==> config.mk <==
export PLATFORM = sky130hd
export DESIGN_NAME = k_sync_fifo_p
export DESIGN_NICKNAME = d
export VERILOG_FILES = /design/src/rtl/k_sync_fifo_p.sv
export SDC_FILE = /design/constraint.sdc
export NUM_CORES = 1
export LEC_CHECK = 0
export ABC_AREA = 1
export CAP_MARGIN = 20
export CORE_UTILIZATION = 30
export CTS_CLUSTER_SIZE = 16
export DETAILED_ROUTE_END_ITERATION = 6
export DONT_BUFFER_PORTS = 1
export GPL_ROUTABILITY_DRIVEN = 1
export PLACE_DENSITY = 0.53
export SLEW_MARGIN = 10
export SYNTH_ARGS = -nofsm -noshare
export SYNTH_HDL_FRONTEND = slang
export SYNTH_SLANG_ARGS = --single-unit
==> constraint.sdc <==
create_clock -name clk -period 3 [get_ports clk]
set_clock_uncertainty 0.15 [all_clocks]
set_input_delay 0.6 -clock clk [delete_from_list [all_inputs] [get_ports clk]]
set_output_delay 0.6 -clock clk [all_outputs]
set_load 0.01 [all_outputs]
==> src/rtl/k_sync_fifo_p.sv <==
// Single-clock synchronous FIFO, 2^ADDR_SIZE x DATA_SIZE, registered read data and level flags.
// Optional sticky overflow/underflow error flags when K_FIFO_ERR_FLAGS_EN is defined.
module k_sync_fifo_p #(
    parameter int unsigned DATA_SIZE = 8,
    parameter int unsigned ADDR_SIZE = 4,
    parameter int unsigned AFULL_TH  = (1 << ADDR_SIZE) - 2,
    parameter int unsigned AEMPTY_TH = 2
) (
    input  logic                 clk,
    input  logic                 rst,
    input  logic                 wen,
    input  logic [DATA_SIZE-1:0] d,
    input  logic                 ren,
    output logic [DATA_SIZE-1:0] q,
    output logic                 full,
    output logic                 empty,
    output logic                 almost_full,
    output logic                 almost_empty,
    output logic [ADDR_SIZE:0]   count
`ifdef K_FIFO_ERR_FLAGS_EN
    ,
    output logic                 overflow,
    output logic                 underflow
`endif
);

    localparam int unsigned        DEPTH    = 1 << ADDR_SIZE;
    localparam logic [ADDR_SIZE:0] FULL_CNT = (ADDR_SIZE + 1)'(DEPTH);

    logic [DATA_SIZE-1:0] r_mem [DEPTH];
    logic [ADDR_SIZE-1:0] r_wptr;
    logic [ADDR_SIZE-1:0] r_rptr;
    logic [ADDR_SIZE:0]   r_count;
    logic [ADDR_SIZE:0]   w_count_d;
    logic [DATA_SIZE-1:0] r_q;
    logic                 w_wr_ok;
    logic                 w_rd_ok;

    // Acceptance uses only registered flags, so a write into a full FIFO is
    // rejected even when a read frees a slot in the same cycle.
    assign w_wr_ok = wen & ~full;
    assign w_rd_ok = ren & ~empty;

    always_comb begin
        w_count_d = r_count;
        if (w_wr_ok && !w_rd_ok) begin
            w_count_d = r_count + 1'b1;
        end else if (w_rd_ok && !w_wr_ok) begin
            w_count_d = r_count - 1'b1;
        end
    end

    // Storage is intentionally not reset.
    always_ff @(posedge clk) begin
        if (w_wr_ok) begin
            r_mem[r_wptr] <= d;
        end
    end

    always_ff @(posedge clk or posedge rst) begin
        if (rst) begin
            r_wptr  <= '0;
            r_rptr  <= '0;
            r_count <= '0;
            r_q     <= '0;
        end else begin
            r_count <= w_count_d;
            if (w_wr_ok) begin
                r_wptr <= r_wptr + 1'b1;
            end
            if (w_rd_ok) begin
                r_rptr <= r_rptr + 1'b1;
                r_q    <= r_mem[r_rptr];
            end
        end
    end

    assign q            = r_q;
    assign count        = r_count;
    assign full         = (r_count == FULL_CNT);
    assign empty        = (r_count == '0);
    assign almost_full  = (32'(r_count) >= AFULL_TH);
    assign almost_empty = (32'(r_count) <= AEMPTY_TH);

`ifdef K_FIFO_ERR_FLAGS_EN
    logic r_overflow;
    logic r_underflow;

    always_ff @(posedge clk or posedge rst) begin
        if (rst) begin
            r_overflow  <= 1'b0;
            r_underflow <= 1'b0;
        end else begin
            r_overflow  <= r_overflow  | (wen & full);
            r_underflow <= r_underflow | (ren & empty);
        end
    end

    assign overflow  = r_overflow;
    assign underflow = r_underflow;
`endif

endmodule

==> flow_metrics.tcl <==
set metrics [dict create \
    status "finished with violations" \
    violations "design-rule violations" \
    path_clk_slew_ns 0.06 \
    power_frac_seq_pct 38.8 \
    setup_viol 0 \
    crit_path_max_fanout 7 \
    power_frac_comb_pct 32.0 \
    clock-sinks 149 \
    finalWeightedCongestion 0.863 \
    grt_overflow 0 \
    cpMaxStageDelayCell "dfrtp_1" \
    power_switching_w 0.00260 \
    path_cells "nor2_2 > nand4_1 > nand2_1 > clkinv_1 > ha_1 > inv_2 > ha_1 > a21oi_1 > o21ai_0 > a21oi_1 > o21ai_0 > nand2_1 > nand2_1" \
    cpPeakStageDelay_ns 0.47 \
    cts_inserted_buffers 17 \
    via_per_inst 4.50 \
    power_density_nw_per_um2 953 \
    drv_slew 0 \
    worstMarginPinSlew_ns 0.830 \
    utilization_pct 34.5 \
    ys_seq_area_share_pct 65.7 \
    crit_type "reg -> reg" \
    cp_top_family "simple AND/OR/NAND/NOR gates" \
    grt_pass1_wl_um 23500 \
    grt_pass1_vias 4269 \
    fp.dieH_um 151 \
    layout-drive-gt1-share_pct 6.07 \
    max_slew_margin_pct 44.6 \
    num_rows 54 \
    num_antenna_cells 0 \
    setup_tns_ns 0 \
    synth_top_area_share_pct 57.8 \
    peakVddDrop_mv 0.478 \
    stdcell_area_um2 7510 \
    synth_area_leaders "edfxtp_1 58%, nand2_1 12%, dfrtp_1 7.9%, nand3_1 7.5%, inv_1 6.3%" \
    cts_tree "yes" \
    clk_latency_ns 0.42 \
    leakagePower_nw 3.24 \
    vias 4300 \
    drtPass1Iterations 7 \
    period_needed_ns 2.66 \
    grt_usage_pct 14.3 \
    cp.arrival_ns 2.82 \
    clockBufferDepth 2 \
    grt_max_degree 67 \
    ys_types 21 \
    die_w_um 151 \
    rsz0062_at_grt "no" \
    port_buffers 0 \
    yosysTopAreaCell "edfxtp_1" \
    post_cts.repair.setup_buffers 0 \
    cp-end-kind "register" \
    fill_cells 2225 \
    ant_nets 0 \
    max_freq_ghz 0.376 \
    dp_hpwl_um 9650 \
    crit_buf_inv 2 \
    routed_wl_um 15000 \
    drt-wirelength-per-cell_um 15.7 \
    core_um2 21800 \
    hold_violations 0 \
    cts_root_buffer "clkbuf_16" \
    layout_commonest_cell "nand2_1" \
    path_common_cell "nand2_1" \
    avgSynthCellArea_um2 10.1 \
    min_path_type "in -> async" \
    fin_crit_sh_pct 88.7 \
    internal-power_w 0.00456 \
    drt-initial-drc-count 413 \
    multiInputGateArea_um2 1690 \
    antenna_found_initial 0 \
    syn-cell-area_um2 6650 \
    synth_fp_nets 684 \
    synthCells 661 \
    required_ns 3.16 \
    drc 4 \
    final_cell_mix "215 x nand2_1, 128 x edfxtp_1, 110 x inv_1" \
    postPlaceCellArea_um2 6930 \
    synthToLayoutAreaGrowth_pct 13.0 \
    cap_violations 0 \
    dieArea_um2 22800 \
    clkPwrFrac_pct 29.2 \
    final-seq-area_um2 4370 \
    start_kind "register" \
    start_util_pct 30.5 \
    final_nets 686 \
    ys_seq_elements 149 \
    p_sw_share_pct 36.3 \
    pin_count 29 \
    yosysWarnings 0 \
    htree_levels 4 \
]
## metrics by stage
stage,worst slack [ns],hold slack [ns],instances,total power [W]
global route,0.0464,0.0993,956,0.00761
global placement,0.255,0.402,924,0.00510
finish,0.339,0.0790,956,0.00715
detailed placement,0.245,0.409,924,0.00511
floorplan,0.462,0.351,661,0.00449
CTS,0.224,0.101,956,0.00722
## per-layer routing
layer	global-route usage (%)	wire [um]	share of wire (%)
met3	3.25	625	4.2
met4	5.45	243	1.6
met2	23.0	7170	48
met5	0	0	0
met1	18.7	7000	47
## worst register-to-register path, stage by stage, from the launching register on
cell and delay [ns]:
dfrtp_1 0.47, nor2_2 0.21, nand4_1 0.13, nand2_1 0.14, clkinv_1 0.10, ha_1 0.24, inv_2 0.13, ha_1 0.28
a21oi_1 0.14, o21ai_0 0.14, a21oi_1 0.18, o21ai_0 0.11, nand2_1 0.07, nand2_1 0.06
## power groups by stage
stage               clock [W]  sequential (W)  combinational [W]
floorplan                   0         0.00277            0.00172
global placement            0         0.00281            0.00229
detailed placement          0         0.00282            0.00230
CTS                   0.00213         0.00277            0.00231
global route          0.00221         0.00280            0.00259
finish                0.00209         0.00278            0.00229
## logic make-up (layout without fill, tap and decap cells)
group | after synthesis | after routing | share of synthesized area [%]
simple gates | 335 | 335 | 20.9
flops | 149 | 149 | 65.7
buf+inv | 143 | 158 | 8.92
compound gates | 14 | 14 | 1.09
fa+ha+maj | 11 | 11 | 2.18
xor+xnor | 9 | 9 | 1.19
## registers in the layout (all words and copies together), names as in the netlist
name    count
q           8
r_wptr      4
r_rptr      4
count       5
r_mem     128
## synthesized netlist by cell type
cell type / instances
buf_4: 7
dfrtp_1: 21
o211ai_1: 1
clkinv_1: 3
fa_1: 1
a21oi_1: 4
inv_1: 111
buf_6: 1
xor2_1: 7
clkbuf_1: 1
nand3_1: 100
buf_1: 1
edfxtp_1: 128
xnor2_1: 2
nor2_1: 18
ha_1: 10
nand2_1: 215
nand4_1: 2
buf_2: 18
o21ai_0: 9
inv_2: 1
## what timing repair did
item	4_1_cts	5_1_grt
hold endpoints to repair	0	0
endpoints found under the setup margin	0	1
hold buffers	0	0
resized for setup	0	2
## path summary, 6_finish.rpt
path                                 to  slack (ns)  startpoint  cells after the start
hold reg to reg               r_wptr[2]        0.41   r_wptr[2]                      1
min in group clk           r_mem[13][0]        0.12        d[0]                      0
setup / recovery               count[4]        0.34    count[3]                     13
max in group asynchronous     r_rptr[0]        2.05         rst                      1
setup reg to reg               count[4]        0.34    count[3]                     13
hold / removal                 count[2]        0.08         rst                      1
## layout make-up
class,count,share of cell area (%)
clock inverter,12,1.82
inverter,115,5.75
sequential,149,58.2
clock buffer,20,5.82
timing repair buffer,11,1.27
multi-input combinational,369,22.5
tap,280,4.67
(Power assumes the default switching activity.)
